File: config.mk
export PLATFORM = sky130hd
export DESIGN_NAME = ultrasonic_ranger_ctrl
export DESIGN_NICKNAME = d
export VERILOG_FILES = /design/src/rtl/ranger_pkg.sv /design/src/rtl/echo_sync.sv /design/src/rtl/ultrasonic_ranger_ctrl.sv
export SDC_FILE = /design/constraint.sdc
export NUM_CORES = 1
export LEC_CHECK = 0
export CAP_MARGIN = 40
export CORE_UTILIZATION = 45
export CTS_CLUSTER_SIZE = 10
export DETAILED_ROUTE_END_ITERATION = 8
export GPL_TIMING_DRIVEN = 0
export PLACE_DENSITY_LB_ADDON = 0.3
export SYNTH_ARGS = -nofsm -noshare
export SYNTH_HDL_FRONTEND = slang
export SYNTH_HIERARCHICAL = 1
export SYNTH_SLANG_ARGS = --single-unit
File: constraint.sdc
create_clock -name clk -period 6.42 [get_ports clk]
set_input_delay 0.963 -clock clk [delete_from_list [all_inputs] [get_ports clk]]
set_output_delay 0.963 -clock clk [all_outputs]
set_load 0.01 [all_outputs]
File: src/rtl/ranger_pkg.sv
// ranger_pkg: shared types and constants for the ultrasonic ranger.
//   state_t      - sequencer FSM state encoding (3-bit)
//   DIST_TIMEOUT - distance value published on any timeout
//   DIST_SAT     - saturation ceiling of the centimetre counter
//   *_W          - counter widths sized for the default 24 MHz timing
//   sat_inc      - saturating increment of the centimetre count
package ranger_pkg;

    typedef enum logic [2:0] {
        ST_IDLE      = 3'd0,
        ST_TRIG      = 3'd1,
        ST_WAIT_RISE = 3'd2,
        ST_MEASURE   = 3'd3,
        ST_HOLDOFF   = 3'd4
    } state_t;

    localparam int unsigned DIST_W   = 16;
    localparam int unsigned PERIOD_W = 21;  // holds PERIOD_CYCLES
    localparam int unsigned PHASE_W  = 20;  // holds TRIG_CYCLES / TIMEOUT_CYCLES
    localparam int unsigned SUB_W    = 11;  // holds CYCLES_PER_CM
    localparam int unsigned AVG_W    = 18;  // sum of four distances

    localparam logic [DIST_W-1:0] DIST_TIMEOUT = 16'hFFFF;
    localparam logic [DIST_W-1:0] DIST_SAT     = 16'hFFFE;

    function automatic logic [DIST_W-1:0] sat_inc(input logic [DIST_W-1:0] v);
        return (v >= DIST_SAT) ? DIST_SAT : v + 16'd1;
    endfunction

endpackage

File: src/rtl/echo_sync.sv
// echo_sync: brings the asynchronous sensor echo into the clk domain and
// produces single-cycle edge pulses.
//   clk, rst_n - system clock, synchronous active-low reset
//   echo       - raw asynchronous echo input
//   rise, fall - one-cycle pulses, the synchronized echo versus its
//                one-cycle delayed copy
module echo_sync (
    input  logic clk,
    input  logic rst_n,
    input  logic echo,
    output logic rise,
    output logic fall
);

    logic meta;
    logic sync;
    logic dly;

    always_ff @(posedge clk) begin
        if (!rst_n) begin
            meta <= 1'b0;
            sync <= 1'b0;
            dly  <= 1'b0;
        end else begin
            meta <= echo;
            sync <= meta;
            dly  <= sync;
        end
    end

    assign rise = sync & ~dly;
    assign fall = ~sync & dly;

endmodule

File: src/rtl/ultrasonic_ranger_ctrl.sv
// ultrasonic_ranger_ctrl: HC-SR04 style sequencer. Fires periodic trigger
// pulses, times the echo pulse and publishes the width in whole cm.
//   clk, rst_n - system clock, synchronous active-low reset
//   enable     - run continuous measurements while high
//   echo       - raw asynchronous sensor echo
//   trig       - sensor trigger pulse (registered)
//   distance   - last result in cm, 16'hFFFF on timeout
//   valid      - one-cycle strobe when distance updates
//   timeout    - sticky until the next successful measurement
//   busy       - high whenever the sequencer is not idle
// Build option: RANGER_AVG_EN publishes a 4-sample moving average of the
// successful results instead of the raw value (one extra cycle to valid).
module ultrasonic_ranger_ctrl
    import ranger_pkg::*;
#(
    parameter int unsigned TRIG_CYCLES    = 240,
    parameter int unsigned CYCLES_PER_CM  = 1392,
    parameter int unsigned TIMEOUT_CYCLES = 912000,
    parameter int unsigned PERIOD_CYCLES  = 1440000
) (
    input  logic              clk,
    input  logic              rst_n,
    input  logic              enable,
    input  logic              echo,
    output logic              trig,
    output logic [DIST_W-1:0] distance,
    output logic              valid,
    output logic              timeout,
    output logic              busy
);

    localparam logic [PHASE_W-1:0]  TRIG_LAST   = PHASE_W'(TRIG_CYCLES - 1);
    localparam logic [PHASE_W-1:0]  RISE_LAST   = PHASE_W'(TIMEOUT_CYCLES - 1);
    localparam logic [PHASE_W-1:0]  WIDTH_LIMIT = PHASE_W'(TIMEOUT_CYCLES);
    localparam logic [PERIOD_W-1:0] PERIOD_LAST = PERIOD_W'(PERIOD_CYCLES - 1);
    localparam logic [SUB_W-1:0]    CM_LAST     = SUB_W'(CYCLES_PER_CM - 1);

    state_t              state;
    state_t              state_next;
    logic [PHASE_W-1:0]  phase_cnt;
    logic [PERIOD_W-1:0] period_cnt;
    logic [SUB_W-1:0]    sub_cnt;
    logic [DIST_W-1:0]   cm_cnt;
    logic [SUB_W-1:0]    sub_step;
    logic [DIST_W-1:0]   cm_step;
    logic                rise;
    logic                fall;
    logic                meas_ok;
    logic                meas_to;
    logic                rise_hit;
    logic                cm_advance;

    echo_sync u_echo_sync (
        .clk   (clk),
        .rst_n (rst_n),
        .echo  (echo),
        .rise  (rise),
        .fall  (fall)
    );

    always_ff @(posedge clk) begin
        if (!rst_n) begin
            state <= ST_IDLE;
        end else begin
            state <= state_next;
        end
    end

    always_comb begin
        state_next = state;
        meas_ok    = 1'b0;
        meas_to    = 1'b0;
        case (state)
            ST_IDLE: begin
                if (enable) state_next = ST_TRIG;
            end
            ST_TRIG: begin
                if (phase_cnt == TRIG_LAST) state_next = ST_WAIT_RISE;
            end
            ST_WAIT_RISE: begin
                if (rise) begin
                    state_next = ST_MEASURE;
                end else if (phase_cnt == RISE_LAST) begin
                    meas_to    = 1'b1;
                    state_next = ST_HOLDOFF;
                end
            end
            ST_MEASURE: begin
                if (fall) begin
                    meas_ok    = 1'b1;
                    state_next = ST_HOLDOFF;
                end else if (phase_cnt == WIDTH_LIMIT) begin
                    meas_to    = 1'b1;
                    state_next = ST_HOLDOFF;
                end
            end
            ST_HOLDOFF: begin
                if (period_cnt == PERIOD_LAST) begin
                    state_next = enable ? ST_TRIG : ST_IDLE;
                end
            end
            default: state_next = ST_IDLE;
        endcase
    end

    // The rise-detect cycle already counts as the first echo-high cycle, so
    // an N-cycle echo accumulates N steps and the result is floor(N / CPC).
    always_comb begin
        rise_hit   = (state == ST_WAIT_RISE) && rise;
        cm_advance = rise_hit || ((state == ST_MEASURE) && (state_next == ST_MEASURE));
        sub_step   = (state == ST_MEASURE) ? sub_cnt : '0;
        cm_step    = (state == ST_MEASURE) ? cm_cnt  : '0;
        if (sub_step == CM_LAST) begin
            sub_step = '0;
            cm_step  = sat_inc(cm_step);
        end else begin
            sub_step = sub_step + SUB_W'(1);
        end
    end

    always_ff @(posedge clk) begin
        if (!rst_n) begin
            trig       <= 1'b0;
            phase_cnt  <= '0;
            period_cnt <= '0;
            sub_cnt    <= '0;
            cm_cnt     <= '0;
        end else begin
            trig <= (state_next == ST_TRIG);

            // In MEASURE phase_cnt is the echo-high width, starting at 1.
            if (rise_hit) begin
                phase_cnt <= PHASE_W'(1);
            end else if (state_next != state) begin
                phase_cnt <= '0;
            end else if (state != ST_IDLE && state != ST_HOLDOFF) begin
                phase_cnt <= phase_cnt + PHASE_W'(1);
            end

            if ((state_next == ST_TRIG && state != ST_TRIG) || state == ST_IDLE) begin
                period_cnt <= '0;
            end else begin
                period_cnt <= period_cnt + PERIOD_W'(1);
            end

            if (cm_advance) begin
                sub_cnt <= sub_step;
                cm_cnt  <= cm_step;
            end
        end
    end

`ifdef RANGER_AVG_EN
    logic [DIST_W-1:0] hist [4];
    logic              hist_ok;
    logic              avg_pend;
    logic [AVG_W-1:0]  avg_sum;

    always_comb begin
        avg_sum = AVG_W'(hist[0]) + AVG_W'(hist[1]) + AVG_W'(hist[2]) + AVG_W'(hist[3]);
    end

    // History updates on the fall-detect cycle; the average is published
    // one cycle later from the updated history.
    always_ff @(posedge clk) begin
        if (!rst_n) begin
            distance <= '0;
            valid    <= 1'b0;
            timeout  <= 1'b0;
            hist_ok  <= 1'b0;
            avg_pend <= 1'b0;
            for (int unsigned i = 0; i < 4; i++) hist[i] <= '0;
        end else begin
            valid    <= 1'b0;
            avg_pend <= meas_ok;
            if (meas_ok) begin
                hist_ok <= 1'b1;
                if (!hist_ok) begin
                    for (int unsigned i = 0; i < 4; i++) hist[i] <= cm_cnt;
                end else begin
                    hist[0] <= hist[1];
                    hist[1] <= hist[2];
                    hist[2] <= hist[3];
                    hist[3] <= cm_cnt;
                end
            end
            if (meas_to) begin
                distance <= DIST_TIMEOUT;
                valid    <= 1'b1;
                timeout  <= 1'b1;
                hist_ok  <= 1'b0;
            end else if (avg_pend) begin
                distance <= avg_sum[AVG_W-1:2];
                valid    <= 1'b1;
                timeout  <= 1'b0;
            end
        end
    end
`else
    always_ff @(posedge clk) begin
        if (!rst_n) begin
            distance <= '0;
            valid    <= 1'b0;
            timeout  <= 1'b0;
        end else begin
            valid <= 1'b0;
            if (meas_ok) begin
                distance <= cm_cnt;
                valid    <= 1'b1;
                timeout  <= 1'b0;
            end else if (meas_to) begin
                distance <= DIST_TIMEOUT;
                valid    <= 1'b1;
                timeout  <= 1'b1;
            end
        end
    end
`endif

    assign busy = (state != ST_IDLE);

endmodule

### After elaboration in Yosys (flattened, before gate mapping)

Index checks and enable logic that the tools add are counted.
W data, S select, Z words.

* register bits: 93
* latch bits: 0
* RAM bits: 0
* ROM bits: 0
* bits of input ports: 4
* output and inout bits: 20
* word-level logic and storage cells: 78
* memories: 0

* add/sub/neg operators: 4
* multipliers: 0
* div/mod/pow operators: 0
* order comparisons: 1
* equality and inequality tests: 14
* shift-type cells: 0
* multiplexer cells: 28
* bitwise operators: 5
* reduce and logical (&&, ||, !) cells: 13

Operators with widths (number)
* $mux W16: 5
* $eq A20 B20 Y1 const B: 2
* $mux W11: 2
* $add A21 B1 Y21 const B: 1
* $eq A21 B21 Y1 const B: 1
* $mux W3: 7
* $add A20 B1 Y20 const B: 1
* $eq A20 B8 Y1 const B: 1
* $add A16 B1 Y16 const B: 1
* $ge A16 B16 Y1 const B: 1
* $pmux W3 S5: 1
* $mux W1: 12
* $add A11 B1 Y11 const B: 1
* $eq A11 B11 Y1 const B: 1
* $eq A3 B2 Y1 const B: 3
* $eq A3 B1 Y1 const B: 2
* $reduce_bool A3 Y1: 2
* $logic_and A1 B1 Y1: 4
* $reduce_or A2 Y1: 2
* $eq A3 B3 Y1 const B: 1
* $logic_not A3 Y1: 1
* $ne A3 B1 Y1 const B: 1
* $ne A3 B3 Y1: 1
* $ne A3 B3 Y1 const B: 1
* 6 further kinds: 10

### Logic depth before layout (Yosys ltp)

* word-level depth: 8
* depth in mapped cells: 11
* gate-level depth less buffers: 9

### Hierarchy

Netlist, hierarchy kept.

By module, submodules not included
* ultrasonic_ranger_ctrl: times used 1, cells each 533, area an instance 4644.5 sq um, sequential area each 1801.7 sq um
* echo_sync: times used 1, cells each 8, area an instance 91.3 sq um, sequential area each 60.1 sq um

### Worst setup path after synthesis

OpenSTA, ideal clock, no wires.

* kind: register -> register
* start: reg state[0]
* end: reg cm_cnt[4]
* library setup time: 0.095 ns
* arrival time: 2.811 ns
* data required time: 6.325 ns
* path slack: 3.514 ns
* stages on the path, launching flop included: 12
* path buffers: 3
* clock period less this slack: 2.906 ns
* cell sequence: dfxtp_1 > clkbuf_1 > and3b_1 > clkbuf_1 > and2_1 > ha_1 > nand4_1 > or2_1 > buf_2 > nor4_1 > o21ai_0 > a221oi_1

* longest elaborated chain between the ends: 6
* elaborated cells between the ends (all ways): 24
* classes of those cells: add/sub (1); order compare (1); eq/ne (6); mux (12); reduce/logical (4)

Ends and longest elaborated chain
* start: declaration: RTL line ultrasonic_ranger_ctrl.sv:38 `state_t state;`
* start signal: assignment: RTL line ultrasonic_ranger_ctrl.sv:65 `state <= state_next;`
* parallel branches: the longest is 6 deep, another holds $add A16 B1 Y16
* end signal: assignment: RTL line ultrasonic_ranger_ctrl.sv:148 `cm_cnt <= cm_step;`
* end: declaration: RTL line ultrasonic_ranger_ctrl.sv:43 `logic [DIST_W-1:0] cm_cnt;`

Several ways; the timed one is not identified.
A chain may end at the register's enable or synchronous reset.

### Worst setup path in the final report

Same ends and word-level chain as after synthesis.

==> impl_summary.md <==
Floorplan
The total core area is 10,280 um2. Once the floorplan was initialized, standard cells occupied 46.08% of the core. The initialized floorplan defines 37 standard-cell rows. The die boundary height is 104.6 um. The width of the chip is 104.6 um. The I/O pin count is 24. The area of the die is 10,940 um2.

Power and ir drop
The leakage power of the design is 0.001688 uW. The total power density per cell area is 194.0 nW/um2. The peak supply drop is 0.00009566 V.

STA
Across the routed clock network, the largest skew measured is 0.01502 ns. The maximum achievable frequency is 251.3 MHz. The minimum period implied by the final worst setup slack is 3.979 ns. The share of the clock period used by the worst path after layout is 61.98%. The slew at the pin closest to its max-slew limit is 0.9185 ns.

Setup violations remaining at the end of the flow were counted as 0. Final hold analysis gives a worst-case slack of 0.4431 ns. The number of max-slew violations in the final report is 0.

Setup repair after global routing left no endpoint under its margin. The count of endpoints failing hold in the final timing report is 0. The sum of negative setup slack is 0 ns. Headroom to the max-slew limit came out at 38.20%.

Clock tree
The tree is rooted in a clkbuf_8. At the later pin of the worst-skew pair, clock insertion delay measures 0.38 ns. The number of buffers created by CTS is 9. The TritonCTS sink count is 93.

Clock-pin slew was measured on the worst setup and hold paths at 0.10 ns. In this run the number of H-tree levels came out at 3. The number of buffers inserted for hold repair after clock tree synthesis is 0.

TritonCTS built the clock tree. The clock passes through at most 2 buffers. After clock tree synthesis, the setup repair step added 0 buffers. The number of gates resized after CTS is 0.

Route
For this block, the routed nets add up to 11,890 um of wire. The post-detailed-route DRC marker count is 0. The number of vias after detailed routing is 4,337. The first detailed-routing pass took 5 iterations. The per-cell routed wire length is 16.61 um. The number of routed nets with antenna violations is 0.

After the first detailed-routing iteration, the DRC count stood at 251. The via-per-instance ratio is 6.057.

Hold path
The source of the worst hold timing path is u_echo_sync/meta. The hold path endpoint is u_echo_sync/sync. The number of cells on the worst hold path is 1.

The path type of the worst min-delay path is reg -> reg.

Place
The placer congestion estimate is 0.8965. Detailed placement ended at an HPWL of 8538 um. Input and output buffers added on the ports amount to 23. The post-placement cell area is 5136 um2.

Final layout
The final layout net count is 585. The layout filler cell count is 973. The commonest non-fill, non-tap cell in the layout is dfxtp_1. The area added between synthesis and finish is 12.81%. Registers take 1862 um2.

The final design utilization is 51.98%. After routing the design area is 5343 um2. 0 antenna diodes ended up in the layout. The multi-input combinational cell area is 2648 um2. The top cell types in the final layout, fill and taps aside, are 93 x dfxtp_1, 38 x nand2_1, 36 x nor2_1.

The post-route netlist has 10.17% of its cells at a drive strength greater than 1.

Synthesis
For this run, asynchronously set or reset flops after synthesis account for 0%. The net count after synthesis is 551. Of the synthesized area, sequential elements account for 39.31%. The count of state elements after synthesis is 93. The number of different library cells used by synthesis comes to 69. Counting every instance in the synthesized netlist gives 541. The area share of the largest cell type after synthesis is 39.31%. Yosys attributes the largest share of cell area to dfxtp_1 39%, xnor2_1 5.2%, o221a_2 4.8%. A synthesized cell averages 8.754 um2. The number of warning messages in the yosys log is 6.

Of all cell types, the one taking the most synthesized area is dfxtp_1. The synthesized netlist occupies a cell area of 4736 um2. The number of enable-type register cells in the synthesized netlist is 0.

In the synthesized netlist the dominant register cell turns out to be dfxtp_1.

GRT
The all-layer global routing usage is 22.70%. The via count of the first global-routing pass was 4,098. Entering global routing, the biggest net connects 18 pins. After global routing the overflow that remains totals 0.

The initial antenna violation count is 0. The global-route wire length before repair is 20,070 um.

Setup path
Of all nets on the critical path, the largest fanout is 10. The launching element type of the critical path is a flip-flop. The startpoint identified for the worst register-to-register timing path is state[0]. The critical path data required time is 6.70 ns. Setup slack on the worst reg-to-reg path comes out at 2.44 ns. The arrival time of the worst setup path is 4.26 ns. The worst setup path is captured at a flip-flop. The cell depth of the worst flop-to-flop path is 11. The setup path with the least slack is of type reg -> reg. The worst register-to-register path ends at cm_cnt[4].

Job
Max-cap violations in this run came to 0.

Run status
The run finished with clean final reports.
## critical path: stages, from the launching register on
cell      delay [ns]
dfxtp_1         0.48
clkbuf_1        0.36
and3b_1         0.22
clkbuf_1        0.35
and2_1          0.22
ha_1            0.21
nand4_1         0.17
or2_1           0.29
buf_2           0.20
nor4_1          0.81
o21ai_0         0.23
a221oi_1        0.35
## through the flow
step,cells,power (uW),setup slack (ns)
floorplan,541,622.0,3.514
global placement,700,637.1,2.590
detailed placement,700,638.3,2.540
CTS,716,1045,2.502
global route,716,1074,2.179
finish,716,1036,2.441
## state kept, by name (all words and copies together), names as in the netlist
signal / count
period_cnt: 21
phase_cnt: 20
cm_cnt: 16
distance: 16
sub_cnt: 11
state: 3
timeout: 1
trig: 1
u_echo_sync/dly: 1
u_echo_sync/meta: 1
u_echo_sync/sync: 1
valid: 1
## cells in the mapped netlist, drive strengths merged, types with 4 or more instances
| cell type | instances |
|---|---|
| and3 | 14 |
| and2 | 11 |
| and4 | 4 |
| nand4 | 13 |
| inv | 18 |
| o21a | 5 |
| dfxtp | 93 |
| or4 | 5 |
| o2111ai | 4 |
| buf | 14 |
| nand4b | 4 |
| o21ai | 13 |
| a21oi | 16 |
| o221a | 20 |
| a211oi | 19 |
| or3 | 10 |
| a31oi | 4 |
| nand2 | 38 |
| nand3 | 25 |
| xor2 | 12 |
| nor2 | 37 |
| xnor2 | 28 |
| o22ai | 4 |
| ha | 6 |
| nor3 | 17 |
| nor4 | 34 |
| clkbuf | 22 |
## worst max path at each step
stage          startpoint        end  slack, ns  cells after the start
3_5_place_dp     state[0]  cm_cnt[4]       2.54                     11
2_1_floorplan    state[0]  cm_cnt[4]       3.51                     11
6_report         state[0]  cm_cnt[4]       2.44                     11
3_3_place_gp     state[0]  cm_cnt[4]       2.59                     11
4_1_cts          state[0]  cm_cnt[4]       2.50                     11
5_1_grt          state[0]  cm_cnt[4]       2.18                     11
## report_power, final
part | switching [uW] | internal [uW] | total [uW]
combinational | 29.5 | 13.6 | 43.1
sequential | 2.71 | 579 | 582
clock | 226 | 185 | 411
## area by class of cell
type                       instances  share of cell area, %
inverter                          19                  1.335
clock buffer                       9                  2.319
buffer                            36                  2.904
sequential                        93                  34.85
timing repair buffer              23                  4.309
clock inverter                     7                  1.546
tap                              136                  3.185
multi-input combinational        393                  49.56
## cells by family (layout without fill, tap and decap cells)
kind of cell | Yosys count | after routing | synth area share [%]
flip-flops | 93 | 93 | 39.31
AND/OR/NAND/NOR | 233 | 233 | 27.69
multiplexers | 3 | 3 | 0.6341
AO/OA/AOI/OAI | 111 | 111 | 18.60
buffers and inverters | 55 | 94 | 4.782
adder cells (fa/ha/maj) | 6 | 6 | 1.585
XOR/XNOR | 40 | 40 | 7.398
## layer usage
layer | routed length [um] | vias to the layer above | GRT usage (%)
met5 | 0 | - | 0
met3 | 637 | 20 | 3.057
met4 | 237 | 0 | 10.36
li1 | - | 2104 | -
met1 | 5354 | 2069 | 29.95
met2 | 5662 | 144 | 36.90
Note: power is estimated with default switching activity, not from simulation.
